--- src/rtl/uart_pkg.sv ---
// uart_pkg: state encodings and default frame constants shared by the UART blocks.
package uart_pkg;
  typedef enum logic [2:0] {
    IDLE      = 3'd0,
    START     = 3'd1,
    DATA      = 3'd2,
    STOP      = 3'd3,
    WAIT_HIGH = 3'd4
  } state_t;
  localparam int DEF_DATA_BITS  = 8;
  localparam int DEF_OVERSAMPLE = 16;
endpackage

--- src/rtl/uart_sync2.sv ---
// uart_sync2: two-flop synchronizer for asynchronous inputs, resetting to 1 (idle line).
module uart_sync2 (
  input  logic clk,
  input  logic rst,
  input  logic d,
  output logic q
);
  logic m;
  always_ff @(posedge clk or posedge rst)
    if (rst) {q, m} <= 2'b11;
    else     {q, m} <= {m, d};
endmodule

--- src/rtl/uart_rx.sv ---
// uart_rx: oversampling 8N1 receiver, LSB first, with a one-cycle valid pulse and framing-error pulse.
module uart_rx
  import uart_pkg::*;
#(
  parameter int OVERSAMPLE = DEF_OVERSAMPLE,
  parameter int DATA_BITS  = DEF_DATA_BITS
) (
  input  logic                 clk,
  input  logic                 rst,
  input  logic                 os_tick,
  input  logic                 rx_serial,
  output logic [DATA_BITS-1:0] data_out,
  output logic                 rx_valid,
  output logic                 framing_err,
  output logic                 rx_busy
);
  localparam int CW = $clog2(OVERSAMPLE);
  localparam int IW = $clog2(DATA_BITS + 1);
  localparam logic [CW-1:0] HALF = CW'(OVERSAMPLE / 2 - 1);
  localparam logic [CW-1:0] LAST = CW'(OVERSAMPLE - 1);
  localparam logic [IW-1:0] LAST_BIT = IW'(DATA_BITS - 1);
  state_t state, state_n;
  logic [CW-1:0] cnt, cnt_n;
  logic [IW-1:0] idx, idx_n;
  logic [DATA_BITS-1:0] shreg, shreg_n, data_n;
  logic rx_s, rx_s_prev, valid_n, ferr_n;
  uart_sync2 u_sync (.clk(clk), .rst(rst), .d(rx_serial), .q(rx_s));
  assign rx_busy = state != IDLE;
  always_ff @(posedge clk or posedge rst)
    if (rst) begin
      state       <= IDLE;
      cnt         <= '0;
      idx         <= '0;
      shreg       <= '0;
      data_out    <= '0;
      rx_valid    <= 1'b0;
      framing_err <= 1'b0;
      rx_s_prev   <= 1'b1;
    end else begin
      state       <= state_n;
      cnt         <= cnt_n;
      idx         <= idx_n;
      shreg       <= shreg_n;
      data_out    <= data_n;
      rx_valid    <= valid_n;
      framing_err <= ferr_n;
      rx_s_prev   <= rx_s;
    end
  always_comb begin
    state_n = state;
    cnt_n   = cnt;
    idx_n   = idx;
    shreg_n = shreg;
    data_n  = data_out;
    valid_n = 1'b0;
    ferr_n  = 1'b0;
    case (state)
      IDLE: if (rx_s_prev && !rx_s) begin
        state_n = START;
        cnt_n   = '0;
      end
      START: if (os_tick) begin
        if (cnt == HALF) begin
          state_n = rx_s ? IDLE : DATA;
          cnt_n   = '0;
          idx_n   = '0;
        end else cnt_n = cnt + 1'b1;
      end
      DATA: if (os_tick) begin
        if (cnt == LAST) begin
          shreg_n = {rx_s, shreg[DATA_BITS-1:1]};
          cnt_n   = '0;
          idx_n   = idx + 1'b1;
          state_n = idx == LAST_BIT ? STOP : DATA;
        end else cnt_n = cnt + 1'b1;
      end
      STOP: if (os_tick) begin
        if (cnt == LAST) begin
          cnt_n   = '0;
          data_n  = rx_s ? shreg : data_out;
          valid_n = rx_s;
          ferr_n  = !rx_s;
          state_n = rx_s ? IDLE : WAIT_HIGH;
        end else cnt_n = cnt + 1'b1;
      end
      WAIT_HIGH: state_n = rx_s ? IDLE : WAIT_HIGH;
      default: state_n = IDLE;
    endcase
  end
endmodule

--- config.mk ---
export PLATFORM = sky130hd
export DESIGN_NAME = uart_rx
export DESIGN_NICKNAME = d
export VERILOG_FILES = /design/src/rtl/uart_pkg.sv /design/src/rtl/uart_sync2.sv /design/src/rtl/uart_rx.sv
export SDC_FILE = /design/constraint.sdc
export NUM_CORES = 1
export LEC_CHECK = 0
export CORE_MARGIN = 2
export CORE_UTILIZATION = 50
export DETAILED_ROUTE_END_ITERATION = 16
export PLACE_DENSITY = 0.72
export SYNTH_ARGS = -nofsm -noshare
export SYNTH_HDL_FRONTEND = slang
export SYNTH_SLANG_ARGS = --single-unit
--- constraint.sdc ---
create_clock -name clk -period 2.5 [get_ports clk]
set_input_delay 0.5 -clock clk [delete_from_list [all_inputs] [get_ports clk]]
set_output_delay 0.5 -clock clk [all_outputs]
set_load 0.02 [all_outputs]
# Yosys cells after proc, flatten, opt, wreduce, memory -nomap -nowiden
# Cells that the tools add are included.
# word_totals
ff_bits,32
out_inout_bits,11
inputBits,4
word_cells,67
# op_classes
mux,28
n_addsub,2
n_reduce_logical,12
eq_ne,15
# op_table
operator,n
4-bit 2-to-1 mux,9
3-bit 2-to-1 mux,8
3-bit case mux with 5 select lines,1
2-bit inequality test (second input constant),7
4-bit case mux with 3 select lines,1
4-bit by 1-bit adder with 4-bit output (second input constant),2
4-bit by 3-bit equality test with 1-bit output (second input constant),2
4-bit case mux with 2 select lines,1
4-bit AND reduction,2
1-bit 2-to-1 mux,7
7-bit AND reduction,1
3-bit by 2-bit equality test with 1-bit output (second input constant),2
3-bit nonzero test,2
5-bit AND reduction,1
4-bit equality test (second input constant),1
3-bit by 1-bit equality test with 1-bit output (second input constant),1
3-bit equality test (second input constant),1
3-bit zero test,1
3-bit AND reduction,1
2-bit 2-to-1 mux,1
2-bit by 1-bit inequality test with 1-bit output (second input constant),1
2-bit nonzero test,1
2-bit OR reduction,1
1-bit logical AND,1
1-bit zero test,1

# Logic depth before layout (Yosys ltp)
# Gate-level depths: netlist of run 1.
# depth
word_depth,5
mapped_depth,6
mapped_depth_nobuf,5

# By module
# From an unflattened synthesis of run 1, not the netlist that was laid out.
# hier_totals
hier_cells,118
area_unflattened_um2,1446.4
# modules_own_cells
module,seq_area_each_um2,area_per_inst_um2,n_inst,cells_each
uart_rx,752.0,1390.1,1,115
uart_sync2,52.6,56.3,1,3

# Least setup slack after synthesis of run 1
# OpenSTA, ideal clock, no wires.
# synth_path
kind,register to register
startpoint,register rx_s_prev
endpoint,register state[1]
arrival_ns,1.713
n_path_buf,0
t_required_ns,2.421
stages_incl_launch_ff,5
slack_ns,0.707
period_less_slack_ns,1.793
setup_ns,0.079
path_cell_list,dfstp_2 -> or4b_1 -> a21o_1 -> or4b_1 -> mux2i_1
# synth_between
elab_chain_len,3
# synth_rtl
item,line,rtl
from (decl),uart_rx.sv:26,"logic rx_s, rx_s_prev, valid_n, ferr_n;"
from (signal assigned),uart_rx.sv:47,rx_s_prev <= rx_s;
1-bit logical AND,uart_rx.sv:58,IDLE: if (rx_s_prev && !rx_s) begin
2-bit inequality test (no line),-,
7-bit AND reduction (no line),-,
to (signal assigned),uart_rx.sv:40,state <= state_n;
to (decl),uart_rx.sv:22,"state_t state, state_n;"
# Every way passes these cells.
# A chain may end at the register's enable or synchronous reset.

# Worst setup path after layout of run 1
# layout_path
startpoint,register state[1]
endpoint,output rx_busy
# layout_between
elab_chain_len,1
# layout_rtl
item,line,rtl
3-bit nonzero test,uart_rx.sv:28,assign rx_busy = state != IDLE;
to (decl),uart_rx.sv:15,output logic rx_busy
# Every way passes these cells.

==> results of run 1 <==
## worst max-delay path by stage
stage	to	startpoint	cells past startpoint
global placement	data_out[5]	os_tick	5
finish	rx_busy	state[1]	2
CTS	rx_busy	state[1]	2
global route	rx_busy	state[1]	2
floorplan	state[1]	rx_s_prev	4
detailed placement	data_out[4]	os_tick	5
## layout by cell type, fill, tap and decap left out, types with 2 or more instances in the layout
cell type and instances:
dfrtp_1 29, mux2_2 17, clkdlybuf4s50_1 14, o21ai_0 11, nand2_1 8, nor2_1 7, clkbuf_4 5, inv_1 3
buf_4 3, dfstp_2 3, nand4_1 2, or4b_1 2, nand3_1 2, a21oi_1 2, ha_1 2, clkbuf_8 2
## through the flow
stage          hold WS [ns]  area (sq um)  std cells  total power [mW]  setup WS [ns]
4_1_cts               0.361          1640        162              1.34          0.176
3_3_place_gp          0.347          1540        154             0.891          0.311
6_report              0.360          1640        162              1.33          0.192
3_5_place_dp          0.347          1540        154             0.902          0.246
2_1_floorplan         0.345          1360        111             0.817          0.707
5_1_grt               0.368          1640        162              1.42         0.0943
## routing by layer
metal,global-route usage (%),wire (um)
met4,7.82,53
met2,25.0,1090
met1,22.8,1080
met5,0,0
met3,7.21,125
## where the power goes
| part | switching (mW) | total [mW] | internal (mW) |
|---|---|---|---|
| Clock | 0.164 | 0.430 | 0.265 |
| Sequential | 0.0837 | 0.646 | 0.563 |
| Combinational | 0.129 | 0.254 | 0.125 |
## area by class of cell
type	count	area, sq um	share of cell area (%)
Sequential cell	32	805	49.2
Clock buffer	7	65.1	3.98
Clock inverter	1	30.0	1.83
Tap cell	30	37.5	2.29
Inverter	3	11.3	0.688
Timing Repair Buffer	17	163	9.94
Multi-Input combinational cell	72	526	32.1
## cell families (layout without fill, tap and decap cells)
group	count (synthesis)	in the layout	synth area share, %
flops	32	32	59.1
fa+ha+maj	2	2	1.84
xor+xnor	1	1	0.643
compound gates	21	21	9.47
mux	18	18	14.8
buf+inv	7	28	2.30
simple gates	30	30	11.9
## worst register-to-register path, stage by stage, from the launching register on
cell	delay [ns]
dfrtp_1	0.52
or4b_1	0.55
a21o_1	0.28
or4b_1	0.51
mux2i_1	0.14
## registers in the layout (all words and copies together), names as in the netlist
signal       count
cnt              4
u_sync.m         1
rx_s_prev        1
u_sync.q         1
data_out         8
framing_err      1
rx_valid         1
shreg            8
state            3
idx              4
==> results_dict.tcl, run 1 <==
set metrics [dict create \
    outcome "completed" \
    ant_nets 0 \
    vias 943 \
    yosysWarnings 0 \
    syn_inst 111 \
    finalSetupTns_ns 0 \
    min_path_type "register to register" \
    hpwl_um 1570 \
    antenna_found_initial 0 \
    rr_endpoint "state[1]" \
    row_count 18 \
    routabilityCongestion 0.825 \
    worstRegToRegCells 4 \
    drt_iter0_markers 25 \
    grt_first_pass_wirelength_um 4150 \
    required_ns 2.00 \
    grt_max_degree 33 \
    yosysSeqAreaShare_pct 59.1 \
    fin_util_pct 64.9 \
    clockBufferDepth 2 \
    leakage_nw 0.764 \
    hold_start "u_sync.m" \
    die_x_um 56.2 \
    syn_to_final_growth_pct 20.2 \
    synth_nets 117 \
    crit_family "buffers and inverters" \
    ir_worst_vdd_mv 0.675 \
    first_pass_iters 4 \
    fmax_mhz 433 \
    hold_buffers 0 \
    crit_slowest_cell "clkdlybuf4s50_1" \
    crit_path_end_kind "output port" \
    drv_cap 0 \
    critPathBufInv 1 \
    fillers 215 \
    grt_overflow_total 0 \
    setup_viol 0 \
    initial_core_util_pct 54.0 \
    ys_top_cells_by_area "dfrtp_1 53%, mux2_2 14%, dfstp_2 5.8%" \
    grt_util_all_layers_pct 17.4 \
    io_pins 15 \
    core_area_sq_um 2520 \
    insertion_delay_ns 0.33 \
    yosysMostFrequentCell "dfrtp_1" \
    fin_crit_sh_pct 92.3 \
    hold_path_end "u_sync.q" \
    async_reset_ff_share_pct 100 \
    ys.flop_type "dfrtp_1" \
    hold_viol_final 0 \
    power_density_nw_per_um2 812 \
    wl_per_cell_um 14.5 \
    viasPerCell 5.82 \
    synth_top_cells_by_count "29 x dfrtp_1, 17 x mux2_2, 11 x o21ai_0" \
    cp-start-kind "register" \
    worstPathArrival_ns 1.81 \
    cts_tree "yes" \
    synth_cell_types 34 \
    synth-seq-cells 32 \
    syn_avg_cell_area_sq_um 12.3 \
    cts_setup_buffers 0 \
    port_buffers 14 \
    routed_wl_um 2350 \
    die_h_um 56.2 \
    rsz0062_at_grt "false" \
    clk_pin_slew_ns 0.09 \
    drive_above_1_share_pct 24.2 \
    cp_slowest_stage_delay_ns 0.54 \
    ctsRootBufferMaster "clkbuf_4" \
    diodes 0 \
    cts_resized 0 \
    final_max_slew_viol_count 0 \
    cts_buffers 5 \
    yosysTopAreaCellShare_pct 53.3 \
    cp_max_fo 12 \
    r2r-start "state[1]" \
    synthesis.area_sq_um 1360 \
    htree_num_levels 2 \
    clock_sinks 32 \
    grt_pass1_vias 878 \
    reg2reg_setup_slack_ns 0.43 \
    worst_pin_slew_ns 0.406 \
    synth-edff-count 0 \
    finalCriticalPeriod_ns 2.31 \
    path_cells "or3_1, clkdlybuf4s50_1" \
    hold_depth 0 \
    dieArea_sq_um 3160 \
    finClkSkew_ns 0.00499 \
    path_class "register to output port" \
    yosys.area.top_type "dfrtp_1" \
    fin_nets 137 \
    maxSlewHeadroom_pct 72.9 \
    drc_errors 0 \
]
Power figures use the tool's default switching activity.
==> inputs of run 2 (changes only) <==
--- a/config.mk
+++ b/config.mk
@@ -5,10 +5,12 @@
 export SDC_FILE = /design/constraint.sdc
 export NUM_CORES = 1
 export LEC_CHECK = 0
+export ABC_AREA = 1
 export CORE_MARGIN = 2
 export CORE_UTILIZATION = 50
 export DETAILED_ROUTE_END_ITERATION = 16
-export PLACE_DENSITY = 0.72
+export PLACE_DENSITY = 0.71
+export SKIP_LAST_GASP = 1
 export SYNTH_ARGS = -nofsm -noshare
 export SYNTH_HDL_FRONTEND = slang
 export SYNTH_SLANG_ARGS = --single-unit
==> results_dict.tcl, run 2 <==
set metrics [dict create \
    outcome "completed" \
    viasPerCell 4.98 \
    drc_errors 0 \
    dieArea_sq_um 3570 \
    layout_setup_ws_ns 0.321 \
    power_density_nw_per_um2 740 \
    drive_above_1_share_pct 22.6 \
    ant_nets 0 \
    fillers 261 \
    pwr-share-clk_pct 28.6 \
    path_class "register to output port" \
    final_common_cell "nand2_1" \
    die_h_um 59.7 \
    fin_util_pct 59.8 \
    finalCriticalPeriod_ns 2.18 \
    cts_tree "yes" \
    ys.flop_type "dfrtp_1" \
    grt_max_degree 33 \
    yosys.area.top_type "dfrtp_1" \
    grt_pass1_vias 1075 \
    syn_to_final_growth_pct 15.6 \
    place_area_sq_um 1720 \
    antenna_found_initial 0 \
    diodes 0 \
    port_buffers 14 \
    finClkSkew_ns 0.0112 \
    initial_core_util_pct 51.7 \
    rsz0062_at_grt "false" \
    hold-worst-slack_ns 0.362 \
    setup_viol 0 \
    ctsRootBufferMaster "clkbuf_4" \
    row_count 20 \
    worst_pin_slew_ns 0.382 \
    syn_avg_cell_area_sq_um 9.19 \
    insertion_delay_ns 0.32 \
    cts_resized 0 \
    hold_buffers 0 \
    die_x_um 59.7 \
    synthesis.area_sq_um 1550 \
    yosysMostFrequentCell "nand2_1" \
    synth_cell_types 25 \
    wl_per_cell_um 11.5 \
    synth-edff-count 0 \
    maxSlewHeadroom_pct 74.5 \
    required_ns 2.00 \
    intPower_mw 0.878 \
    async_reset_ff_share_pct 100 \
    switchingPower_mw 0.449 \
    hold_viol_final 0 \
    cp_max_fo 6 \
    grt_first_pass_wirelength_um 4580 \
    clk_pin_slew_ns 0.10 \
    yosysWarnings 0 \
    drt_iter0_markers 36 \
    synth_nets 175 \
    yosysSeqAreaShare_pct 51.8 \
    first_pass_iters 4 \
    htree_num_levels 2 \
    clockBufferDepth 2 \
    synth-seq-cells 32 \
    io_pins 15 \
    final_max_slew_viol_count 0 \
    yosysTopAreaCellShare_pct 46.7 \
    crit_path_end_kind "output port" \
    min_path_type "register to register" \
    ir_worst_vdd_mv 0.400 \
    drv_cap 0 \
    routed_wl_um 2570 \
    seqPwrFrac_pct 46.2 \
    syn_inst 169 \
    dpl_worst_slack_ns 0.681 \
    hpwl_um 1890 \
    worstPathArrival_ns 1.68 \
    fin_crit_sh_pct 87.2 \
    ys_top_cells_by_area "dfrtp_1 47%, nand2_1 12%, o21ai_2 8.5%" \
    synth_top_cells_by_count "49 x nand2_1, 29 x dfrtp_1, 17 x inv_1" \
    final_area_sq_um 1800 \
    routabilityCongestion 0.843 \
    core_area_sq_um 3000 \
    cts_setup_buffers 0 \
    fmax_mhz 459 \
    mostFrequentLayoutCells "49 x nand2_1, 29 x dfrtp_1, 17 x inv_1, 15 x o21ai_2, 14 x clkdlybuf4s50_1" \
    p_comb_share_pct 25.2 \
    vias 1111 \
    p_sw_share_pct 33.9 \
    reg_top3 "data_out: 8 flops, shreg: 8 flops" \
    clock_sinks 32 \
    grt_overflow_total 0 \
    grt_util_all_layers_pct 17.5 \
    fin_nets 195 \
    cp-start-kind "register" \
    leakage_nw 0.880 \
    finalSetupTns_ns 0 \
    cts_buffers 5 \
]
## run 2: cell count changes in the layout (fill, tap and decap cells not counted), moves of 4 or more
cell / previous run / this run
nand2_2: 0 / 4
o21ai_2: 0 / 15
nand2_1: 8 / 49
mux2_2: 17 / 0
inv_1: 3 / 17
nand3_1: 2 / 9
## run 2: path summary, 6_finish.rpt
path | end | cells after the start | slack [ns] | startpoint
worst min-delay path | u_sync.q | 0 | 0.36 | u_sync.m
max in group asynchronous | rx_s_prev | 3 | 1.62 | rst
worst max-delay path | rx_busy | 3 | 0.32 | state[0]
min in group asynchronous | data_out[3] | 3 | 0.55 | rst
worst min register to register | u_sync.q | 0 | 0.36 | u_sync.m
worst max register to register | data_out[7] | 8 | 0.96 | cnt[0]
## run 2: through the flow
| step | total power, mW | instances |
|---|---|---|
| final | 1.33 | 223 |
| after global routing | 1.42 | 223 |
| after CTS | 1.34 | 223 |
| after detailed placement | 0.957 | 215 |
| after global placement | 0.946 | 215 |
| after floorplan | 0.863 | 169 |
## run 2: cell type report
| class | instances | area [sq um] | share of cell area (%) |
|---|---|---|---|
| Clock buffer | 6 | 41.3 | 2.30 |
| Sequential cell | 32 | 805 | 44.8 |
| Tap cell | 33 | 41.3 | 2.30 |
| Inverter | 20 | 75.1 | 4.18 |
| Clock inverter | 2 | 35.0 | 1.95 |
| Timing Repair Buffer | 15 | 148 | 8.22 |
| Multi-Input combinational cell | 115 | 651 | 36.2 |
## run 2: power groups by stage
stage	Combinational [mW]	Sequential [mW]	Clock (mW)
after floorplan	0.253	0.610	0
after global placement	0.327	0.620	0
after detailed placement	0.335	0.622	0
after CTS	0.337	0.612	0.392
after global routing	0.385	0.618	0.417
final	0.335	0.613	0.380
## run 2: logic make-up (layout without fill, tap and decap cells)
logic type	after synthesis	count (layout)	synth area share, %
AND/OR/NAND/NOR	87	87	28.0
flip-flops	32	32	51.8
AO/OA/AOI/OAI	25	25	11.7
buffers and inverters	22	43	6.29
adder cells (fa/ha/maj)	2	2	1.61
XOR/XNOR	1	1	0.564
## run 2: critical path: stages (launching register included)
cell and delay, ns:
dfrtp_1 0.47, nor2_1 0.22, nand2_1 0.11, clkdlybuf4s50_1 0.55
## run 2: routing by layer
| layer | vias to the layer above | GRT usage, % | routed length (um) |
|---|---|---|---|
| met5 | - | 0 | 0 |
| met4 | 0 | 9.21 | 40 |
| met3 | 5 | 4.76 | 86 |
| met2 | 19 | 25.9 | 1230 |
| met1 | 508 | 23.5 | 1210 |
| li1 | 579 | - | - |
